[config.mk]
export PLATFORM = sky130hd
export DESIGN_NAME = spi_slave_frontend
export DESIGN_NICKNAME = d
export VERILOG_FILES = /design/src/rtl/spi_slave_frontend.sv
export SDC_FILE = /design/constraint.sdc
export NUM_CORES = 1
export LEC_CHECK = 0
export CORE_MARGIN = 3
export CORE_UTILIZATION = 50
export DETAILED_ROUTE_END_ITERATION = 12
export GPL_TIMING_DRIVEN = 0
export HOLD_SLACK_MARGIN = 0.05
export MAX_ROUTING_LAYER = met4
export PLACE_DENSITY = 0.86
export SLEW_MARGIN = 10
export SYNTH_ARGS = -nofsm -noshare
export SYNTH_HDL_FRONTEND = slang
export SYNTH_SLANG_ARGS = --single-unit
[constraint.sdc]
create_clock -name clk -period 2.35 [get_ports clk]
set_input_delay 0.235 -clock clk [delete_from_list [all_inputs] [get_ports clk]]
set_output_delay 0.235 -clock clk [all_outputs]
set_load 0.01 [all_outputs]
[src/rtl/spi_slave_frontend.sv]
// SPI mode-0 slave front end: pin synchronisers, MOSI deserialiser with a one-byte
// holding register, MISO serialiser and frame/error reporting. Optional: SPI_OVERRUN_CNT_EN.
module spi_slave_frontend #(
  parameter int unsigned SYNC_STAGES = 2,
  parameter logic [7:0]  IDLE_MISO   = 8'h00
) (
  input  logic       clk,
  input  logic       rst,
  input  logic       spi_cs_n,
  input  logic       spi_sclk,
  input  logic       spi_mosi,
  output logic       spi_miso,
  output logic       spi_miso_oe,
  output logic [7:0] rx_data,
  output logic       rx_valid,
  input  logic       rx_ready,
  input  logic [7:0] tx_data,
  input  logic       tx_valid,
  output logic       tx_ready,
  output logic       frame_start,
  output logic       frame_end,
  output logic       overrun,
  output logic       underrun
`ifdef SPI_OVERRUN_CNT_EN
  ,
  output logic [7:0] overrun_cnt
`endif
);

  logic [SYNC_STAGES-1:0] cs_sync, sclk_sync, mosi_sync;
  logic                   cs_hist, sclk_hist;

  // cs chain resets to "deasserted" so a held-low cs shows up as a fresh frame_start.
  always_ff @(posedge clk) begin
    if (rst) begin
      cs_sync   <= '1;
      cs_hist   <= 1'b1;
      sclk_sync <= '0;
      sclk_hist <= 1'b0;
      mosi_sync <= '0;
    end else begin
      // NOTE: non-blocking assignments make every stage take the previous stage's old value.
      cs_sync   <= {cs_sync[SYNC_STAGES-2:0], spi_cs_n};
      cs_hist   <= cs_sync[SYNC_STAGES-1];
      sclk_sync <= {sclk_sync[SYNC_STAGES-2:0], spi_sclk};
      sclk_hist <= sclk_sync[SYNC_STAGES-1];
      mosi_sync <= {mosi_sync[SYNC_STAGES-2:0], spi_mosi};
    end
  end

  logic cs_s, sclk_s, mosi_s;
  logic cs_active, cs_fall, cs_rise, sclk_rise, sclk_fall;
  logic byte_done, load_tx, drop;

  logic [2:0] bit_cnt;
  logic [6:0] rx_shift;
  logic [7:0] tx_shift;

  // NOTE: every signal gets a value on every path here, so no latches are inferred.
  always_comb begin
    cs_s      = cs_sync[SYNC_STAGES-1];
    sclk_s    = sclk_sync[SYNC_STAGES-1];
    mosi_s    = mosi_sync[SYNC_STAGES-1];
    cs_active = ~cs_s;
    cs_fall   = cs_hist & ~cs_s;
    cs_rise   = ~cs_hist & cs_s;
    sclk_rise = ~sclk_hist & sclk_s;
    sclk_fall = sclk_hist & ~sclk_s;
    // A cs rise leaves cs_active low, so it always beats a coincident sclk edge.
    byte_done = cs_active & ~cs_fall & sclk_rise & (bit_cnt == 3'd7);
    load_tx   = cs_fall | byte_done;
    drop      = byte_done & rx_valid & ~rx_ready;
  end

  assign tx_ready    = ~rst & load_tx & tx_valid;
  assign spi_miso    = cs_active & tx_shift[7];
  assign spi_miso_oe = cs_active;

  always_ff @(posedge clk) begin
    if (rst) begin
      bit_cnt     <= '0;
      rx_shift    <= '0;
      tx_shift    <= '0;
      rx_data     <= '0;
      rx_valid    <= 1'b0;
      overrun     <= 1'b0;
      frame_start <= 1'b0;
      frame_end   <= 1'b0;
      underrun    <= 1'b0;
    end else begin
      frame_start <= cs_fall;
      frame_end   <= cs_rise;
      underrun    <= load_tx & ~tx_valid;

      if (load_tx)
        tx_shift <= tx_valid ? tx_data : IDLE_MISO;
      else if (cs_active && sclk_fall && bit_cnt != 3'd0)
        tx_shift <= {tx_shift[6:0], 1'b0};

      // Partial bytes are discarded at both frame boundaries.
      if (cs_fall || cs_rise) begin
        bit_cnt  <= '0;
        rx_shift <= '0;
      end else if (cs_active && sclk_rise) begin
        bit_cnt  <= bit_cnt + 3'd1;
        rx_shift <= {rx_shift[5:0], mosi_s};
      end

      if (cs_fall)
        overrun <= 1'b0;
      else if (drop)
        overrun <= 1'b1;

      if (byte_done && (!rx_valid || rx_ready)) begin
        rx_data  <= {rx_shift, mosi_s};
        rx_valid <= 1'b1;
      end else if (rx_valid && rx_ready) begin
        rx_valid <= 1'b0;
      end
    end
  end

`ifdef SPI_OVERRUN_CNT_EN
  always_ff @(posedge clk) begin
    if (rst)
      overrun_cnt <= '0;
    else if (drop && overrun_cnt != 8'hFF)
      overrun_cnt <= overrun_cnt + 8'd1;
  end
`endif

endmodule

Word-level counts from Yosys, hierarchy flattened
Cells that the tools add are included.

Equality and inequality tests: 1. Multiplexer cells: 5. Bitwise gates (word level): 22. Shift operators: 0. Reductions and logical operators: 13. $mul: 0. $add $sub $neg: 1. Magnitude comparators: 0. Divide/modulo/power cells: 0.

Operator list (count): $mux W8 (3); $and A1 B1 Y1 (13); $not A1 Y1 (8); $logic_and A1 B1 Y1 (5); $reduce_bool A2 Y1 (2); $reduce_or A2 Y1 (2); $add A3 B1 Y3 const B (1); $eq A3 B3 Y1 const B (1); $reduce_bool A3 Y1 (1); $logic_or A1 B1 Y1 (2); $mux W1 (2); $logic_not A1 Y1 (1); $or A1 B1 Y1 (1).

Output and inout port bits: 16. Input port bits: 15. ROM bits: 0. RAM bits: 0. Memories kept: 0. Register bits: 39. Logic and storage cells: 56. Bits in latches: 0.

Depth between registers and ports, before layout
Gate-level depths: netlist of run 1.

Word-level depth: 9. Gate-level depth with buffers: 6. Depth with buffers taken out: 5.

Worst setup path before layout of run 1
OpenSTA, ideal clock, no wires.

Path kind: register to output. Start: register cs_sync[1]. End: output tx_ready. Required time: 2.115 ns. Cell stages (with the launch flop): 6. Data arrival time: 1.358 ns. Buffers on the path: 0. Setup slack: 0.757 ns. Path through: dfxtp_1 > inv_1 > ha_1 > and4b_1 > nor2_2 > nor3b_1.

Cells in the longest elaborated chain, start to end: 9.

Ends and longest elaborated chain: from (decl) (line 30) `logic [SYNC_STAGES-1:0] cs_sync, sclk_sync, mosi_sync;`; from (signal assigned) (line 43) `cs_sync <= {cs_sync[SYNC_STAGES-2:0], spi_cs_n};`; $not A1 Y1 (*) (line 64) `cs_active = ~cs_s;`; named net spi_miso_oe (line 13) `output logic spi_miso_oe,`; $and A1 B1 Y1 (line 65) `cs_fall = cs_hist & ~cs_s;`; $not A1 Y1 (line 70) `byte_done = cs_active & ~cs_fall & sclk_rise & (bit_cnt == 3'd7);`; $and A1 B1 Y1 (3 in a row) (line 70); $or A1 B1 Y1 (*) (line 71) `load_tx = cs_fall | byte_done;`; $and A1 B1 Y1 (*) (2 in a row) (line 75) `assign tx_ready = ~rst & load_tx & tx_valid;`; to (decl) (line 19) `output logic tx_ready,`.

Mark *: on every way through the listed nets, which the timed path passes. The rest lies on a longest branch.

Worst setup path in the final report of run 1
Start: register bit_cnt[0]. End: output tx_ready.

Cells in the longest elaborated chain, start to end: 5.

Ends and longest elaborated chain: from (decl) (line 55) `logic [2:0] bit_cnt;`; from (signal assigned) (line 105) `bit_cnt <= bit_cnt + 3'd1;`; $eq A3 B3 Y1 (line 70); $and A1 B1 Y1 (line 70); $or A1 B1 Y1 (line 71); $and A1 B1 Y1 (2 in a row) (line 75).

No other way between the ends.

==> run summary, run 1 <==
Row count: 19
Max-Cap Viols: 0
Critical-path cell list: ha_1, ha_1, and4b_1, nor2_4, nor3b_1, dlygate4sd2_1
Starting Density: 55.1%
Antenna violation net count after detailed routing: 0
Worst min path class: in2reg
Drt pass-1 iters: 4
RSZ-0062 raised after global routing: false
Maximum VDD drop: 0.402 mV
Switching component of the power: 0.256 mW
Worst endpoint data arrival time: 1920 ps
Largest net degree at the start of global routing: 13
Cell Pwr Density: 543 nW/µm²
Total GRT Usage: 18.9%
Clk sinks: 39
Critical Path RT: 2120 ps
Post-synthesis cell type count: 32
Combinational power share: 6.9%
Layout net count: 219
Final Critical Period: 2150 ps
Gpl congestion: 0.772
Mean area per synthesized cell: 9.86 µm²
Clk buf depth: 2
H-tree depth: 2
DRC: 0
Final wirelength: 3.32 mm
Yosys reg bits: 39
Vias/cell: 5.53
Total CTS buffers: 5
Port bufs: 29
Io pins: 31
Synthesis-to-layout area growth: 25.2%
Diodes inserted: 0
Detailed-route via count: 1333
Outcome: complete, no violations
Number of global-route vias before repair: 1287
Dpl ws: 188 ps
Die X: 62.5 µm
FF+latch area: 783 µm²
Internal power: 0.830 mW
Max incr delay on CP: 350 ps
CP Launch Type: register
Highest-delay cell along the critical path: dfxtp_2
Syn Nets: 183
CP Class: reg2out
Core area: 2900 µm²
Final core occ: 69.0%
Clk_lat worst skew: 350 ps
Cells after Synth: 162
Initial drt markers: 84
TritonCTS clock tree: built
First-pass GRT wire length: 5.74 mm
Die ar.: 3910 µm²
Share of cells above drive strength 1: 12.1%
Setup repair bufs after CTS: 0
Switching Fraction: 23.6%
Clock root buffer: clkbuf_4
Post-DP HPWL: 2.43 mm
Synthesis Warnings: 0
Seq/Total Area, Yosys: 48.9%
CP endpoint kind: primary output
CP Max Fanout: 9
Worst path most repeated cell: ha_1
Clock transition at path regs: 110 ps
Post-Syn Area: 1600 µm²
Setup_tns: 0 ps
Clock share of power: 30.2%
Fillers: 237
Slew Limit Fails: 0
Leakage power total: 0.733 nW
Reg power frac: 62.8%
Worst Setup Slack, final: 198 ps
Worst rel slew slack: 58.0%
Initial antenna violation count: 0
Area of the multi-input gates: 748 µm²
Final Hold Vio Count: 0
GRT Residual Overflow: 0
Die height: 62.5 µm
Slew @ Worst Pin: 629 ps
Period utilization: 91.6%
Max Fclk: 0.465 GHz
Skew final: 4.17 ps
Setup violators final: 0
Wire length per cell: 13.8 µm
Hold_ws: 203 ps
worst max-delay path, delay by kind of cell, from the launching register on:
| family | cells | cell delay, ps |
|---|---|---|
| fa+ha+maj | 2 | 400 |
| buf+inv | 1 | 300 |
| simple gates | 3 | 510 |
| flops | 1 | 350 |
layout by cell type, fill, tap and decap left out, types with 2 or more instances in the layout:
| cell type | count |
|---|---|
| o21ai_1 | 7 |
| clkbuf_4 | 5 |
| nand2b_1 | 2 |
| nor3_1 | 2 |
| nor2_1 | 11 |
| or2_2 | 4 |
| o21ai_0 | 8 |
| dfxtp_2 | 2 |
| dfxtp_1 | 37 |
| a21oi_1 | 10 |
| clkbuf_1 | 5 |
| nand3_1 | 15 |
| clkdlybuf4s50_1 | 28 |
| buf_4 | 2 |
| mux2i_1 | 9 |
| inv_1 | 4 |
| a311oi_1 | 7 |
| nor2b_1 | 9 |
| buf_2 | 2 |
| a22oi_1 | 7 |
| ha_1 | 6 |
routing by layer:
metal / track usage, % / vias to the layer above / wire (µm)
li1: - / 652 / -
met1: 21.0 / 617 / 1430
met2: 30.4 / 50 / 1620
met3: 7.19 / 14 / 196
met4: 7.99 / 0 / 70
met5: - / - / 0
cells by family after synthesis:
logic type      count (synthesis)  synth area share (%)
buf+inv                        15                  4.62
simple gates                   50                  18.7
mux                             9                  5.64
compound gates                 42                  16.9
flops                          39                  48.9
fa+ha+maj                       6                  4.70
xor+xnor                        1                 0.548
per-stage QoR:
stage	instances	total power [mW]	cell area (µm²)
4_1_cts	241	1.09	2000
6_report	241	1.09	2000
2_1_floorplan	162	0.734	1600
3_3_place_gp	233	0.768	1940
3_5_place_dp	233	0.771	1940
5_1_grt	241	1.14	2000
repair_timing:
action	in CTS	in global routing
resized for setup	4	0
endpoints found under the setup margin	1	0
hold buffers	0	0
synth_stat cells:
master,count,share of area [%]
nand2b_1,2,0.78
o211ai_1,1,0.47
nor3_1,2,0.63
nand4b_2,1,0.94
o2111ai_2,1,0.94
clkbuf_1,4,0.94
nand3_1,15,4.7
buf_2,2,0.63
mux2i_1,9,5.6
nor2b_1,9,3.5
or3b_1,1,0.55
o21ai_1,7,2.2
dfxtp_1,39,49
a311oi_1,7,3.8
and4b_1,1,0.63
a21oi_2,1,0.55
o21ai_0,8,2.5
buf_6,1,0.70
ha_1,6,4.7
xnor2_1,1,0.55
a21oi_1,10,3.1
nor2_2,1,0.39
clkinv_1,1,0.23
nor3b_1,1,0.47
or2_2,4,1.6
buf_4,2,0.94
inv_1,4,0.94
a22oi_1,7,3.3
nor3b_2,1,0.78
nor3b_4,1,1.2
buf_1,1,0.23
nor2_1,11,2.6
power by group through the flow:
stage | Clock [mW] | Combinational (mW) | Sequential, mW
after floorplan | 0 | 0.0379 | 0.696
after global placement | 0 | 0.0710 | 0.697
after detailed placement | 0 | 0.0741 | 0.697
after CTS | 0.335 | 0.0751 | 0.683
after global routing | 0.369 | 0.0828 | 0.685
final | 0.329 | 0.0753 | 0.683
path summary, 6_finish.rpt:
path / slack, ps / end / cells after the start / start
setup / recovery: 200 / tx_ready / 6 / bit_cnt[0]$_SDFFE_PP0P_
hold / removal: 200 / underrun$_SDFF_PP0_ / 2 / tx_valid
setup reg to reg: 660 / tx_shift[4]$_SDFFE_PP0P_ / 5 / bit_cnt[0]$_SDFFE_PP0P_
hold reg to reg: 430 / cs_sync[1]$_SDFF_PP1_ / 1 / cs_sync[0]$_SDFF_PP1_
sequential cells by signal, indices dropped and copies added, names as in the netlist:
register,cells
underrun,1
sclk_hist,1
rx_shift,7
frame_end,1
mosi_sync,2
rx_data,8
sclk_sync,2
overrun,1
rx_valid,1
tx_shift,8
bit_cnt,3
cs_hist,1
frame_start,1
cs_sync,2
final cells by class:
type	count	share of cell area, %
inverters	5	0.938
clock inverters	2	0.625
repair buffers	29	14.4
well taps	42	2.63
clock buffers	6	2.06
flip-flops and latches	39	39.1
multi-input cells	108	37.4
plain buffers	10	2.75
No activity file was read; power rests on OpenSTA's default activity.
==> run 2, diff against run 1 <==
--- a/config.mk
+++ b/config.mk
@@ -7,6 +7,8 @@
 export LEC_CHECK = 0
 export CORE_MARGIN = 3
 export CORE_UTILIZATION = 50
+export CTS_BUF_LIST = sky130_fd_sc_hd__clkbuf_4 sky130_fd_sc_hd__clkbuf_8 sky130_fd_sc_hd__clkbuf_16
+export CTS_CLUSTER_DIAMETER = 80
 export DETAILED_ROUTE_END_ITERATION = 12
 export GPL_TIMING_DRIVEN = 0
 export HOLD_SLACK_MARGIN = 0.05
==> run 2 against run 1 <==
Final cell count is the same. Hold slack got worse by 6.4 ps. Sequential power is essentially flat. Worst setup slack about the same. Cell area rose by 0.19%. Critical path depth is the same. Clock skew about the same. Via count fell by 0.38%. Sequential share of layout area fell by 0.073 points. Critical path type unchanged.
==> run summary, run 2 (same netlist as run 1, synthesis figures left out) <==
Drt pass-1 iters: 4
Leakage power total: 0.736 nW
Worst Setup Slack, final: 198 ps
Post-DP HPWL: 2.43 mm
Total GRT Usage: 18.8%
Io pins: 31
Dpl ws: 188 ps
DRC: 0
Most frequent cells in the layout: 37 x dfxtp_1, 28 x clkdlybuf4s50_1, 15 x nand3_1
Commonest non-fill, non-tap cell in the layout: dfxtp_1
Worst hold start: tx_valid
Switching component of the power: 0.256 mW
Layout net count: 219
Largest net degree at the start of global routing: 13
Antenna violation net count after detailed routing: 0
Core area: 2900 µm²
Final Hold Vio Count: 0
Worst endpoint data arrival time: 1920 ps
Final Critical Period: 2150 ps
Setup repair bufs after CTS: 0
Initial drt markers: 87
CP endpoint kind: primary output
Starting Density: 55.1%
Post-CTS Hold Buffers: 0
RR Startpoint: bit_cnt[0]$_SDFFE_PP0P_
Fillers: 235
Share of cells above drive strength 1: 12.6%
Final wirelength: 3.31 mm
Clock transition at path regs: 110 ps
GRT Residual Overflow: 0
Clk sinks: 39
Critical Path RT: 2120 ps
Outcome: complete, no violations
Die X: 62.5 µm
Clk buf depth: 2
Die height: 62.5 µm
H-tree depth: 2
Clk_lat worst skew: 350 ps
Top Registers: rx_data (8), tx_shift (8), rx_shift (7)
Diodes inserted: 0
Worst rel slew slack: 57.5%
Maximum VDD drop: 0.402 mV
CP Class: reg2out
Skew final: 4.61 ps
Period utilization: 91.6%
Setup_tns: 0 ps
Clock root buffer: clkbuf_4
Combinational power share: 6.9%
Worst min path class: in2reg
Vias/cell: 5.51
CP Max Fanout: 9
Gpl congestion: 0.772
Max Fclk: 0.465 GHz
Initial antenna violation count: 0
CP Launch Type: register
Die ar.: 3910 µm²
Row count: 19
Max-Cap Viols: 0
Synthesis-to-layout area growth: 25.5%
Post_cts resized: 4
Total CTS buffers: 5
Setup violators final: 0
Pwr Total: 1.10 mW
Fin area: 2000 µm²
Switching Fraction: 23.3%
Detailed-route via count: 1328
Worst Setup SP: bit_cnt[0]$_SDFFE_PP0P_
Slew Limit Fails: 0
Internal power: 0.842 mW
Clock share of power: 31.0%
Wire length per cell: 13.7 µm
Slew @ Worst Pin: 636 ps
Worst reg2reg setup slack: 660 ps
Number of global-route vias before repair: 1285
Hold_ws: 197 ps
Cell Pwr Density: 548 nW/µm²
First-pass GRT wire length: 5.73 mm
TritonCTS clock tree: built
Reg power frac: 62.2%
DP Area: 1940 µm²
RSZ-0062 raised after global routing: false
Port bufs: 29
## run 2: cell count changes in the layout (fill, tap and decap cells not counted)
cell      before  now
clkbuf_4       5    6
clkbuf_1       5    4
## run 2: critical path, stage by stage (launching register included)
cell and delay [ps]:
dfxtp_2 350, ha_1 200, ha_1 200, and4b_1 240, nor2_4 200, nor3b_1 70
dlygate4sd2_1 300
## run 2: final cells by class
class	instances	area [µm²]	share of cell area (%)
inverter	5	18.8	0.936
tap	42	52.6	2.62
sequential	39	783	39.1
buffer	10	55.1	2.75
clock buffer	6	45.0	2.25
clock inverter	2	12.5	0.624
timing repair buffer	29	289	14.4
multi-input combinational	108	748	37.3
## run 2: path summary, 6_finish.rpt
| check | end | cells past startpoint |
|---|---|---|
| min | underrun$_SDFF_PP0_ | 2 |
| min reg2reg | cs_sync[1]$_SDFF_PP1_ | 1 |
| max reg2reg | tx_shift[4]$_SDFFE_PP0P_ | 5 |
| max | tx_ready | 6 |
## run 2: per-layer routing
| layer | routed length, µm | up-vias | GRT usage, % |
|---|---|---|---|
| li1 | - | 653 | - |
| met1 | 1440 | 617 | 21.0 |
| met2 | 1620 | 46 | 30.1 |
| met3 | 191 | 12 | 7.19 |
| met4 | 63 | 0 | 7.99 |
| met5 | 0 | - | - |
## run 2: power groups by stage
stage          clock network, mW  registers (mW)  logic, mW
6_report                   0.340           0.683     0.0753
5_1_grt                    0.380           0.685     0.0828
4_1_cts                    0.348           0.683     0.0751
3_5_place_dp                   0           0.697     0.0741
3_3_place_gp                   0           0.697     0.0710
2_1_floorplan                  0           0.696     0.0379
## run 2: stage by stage
stage | utilization (%) | instances
2_1_floorplan | - | 162
3_3_place_gp | 66.9 | 233
3_5_place_dp | 66.9 | 233
4_1_cts | 69.1 | 241
5_1_grt | 69.1 | 241
6_report | 69.1 | 241
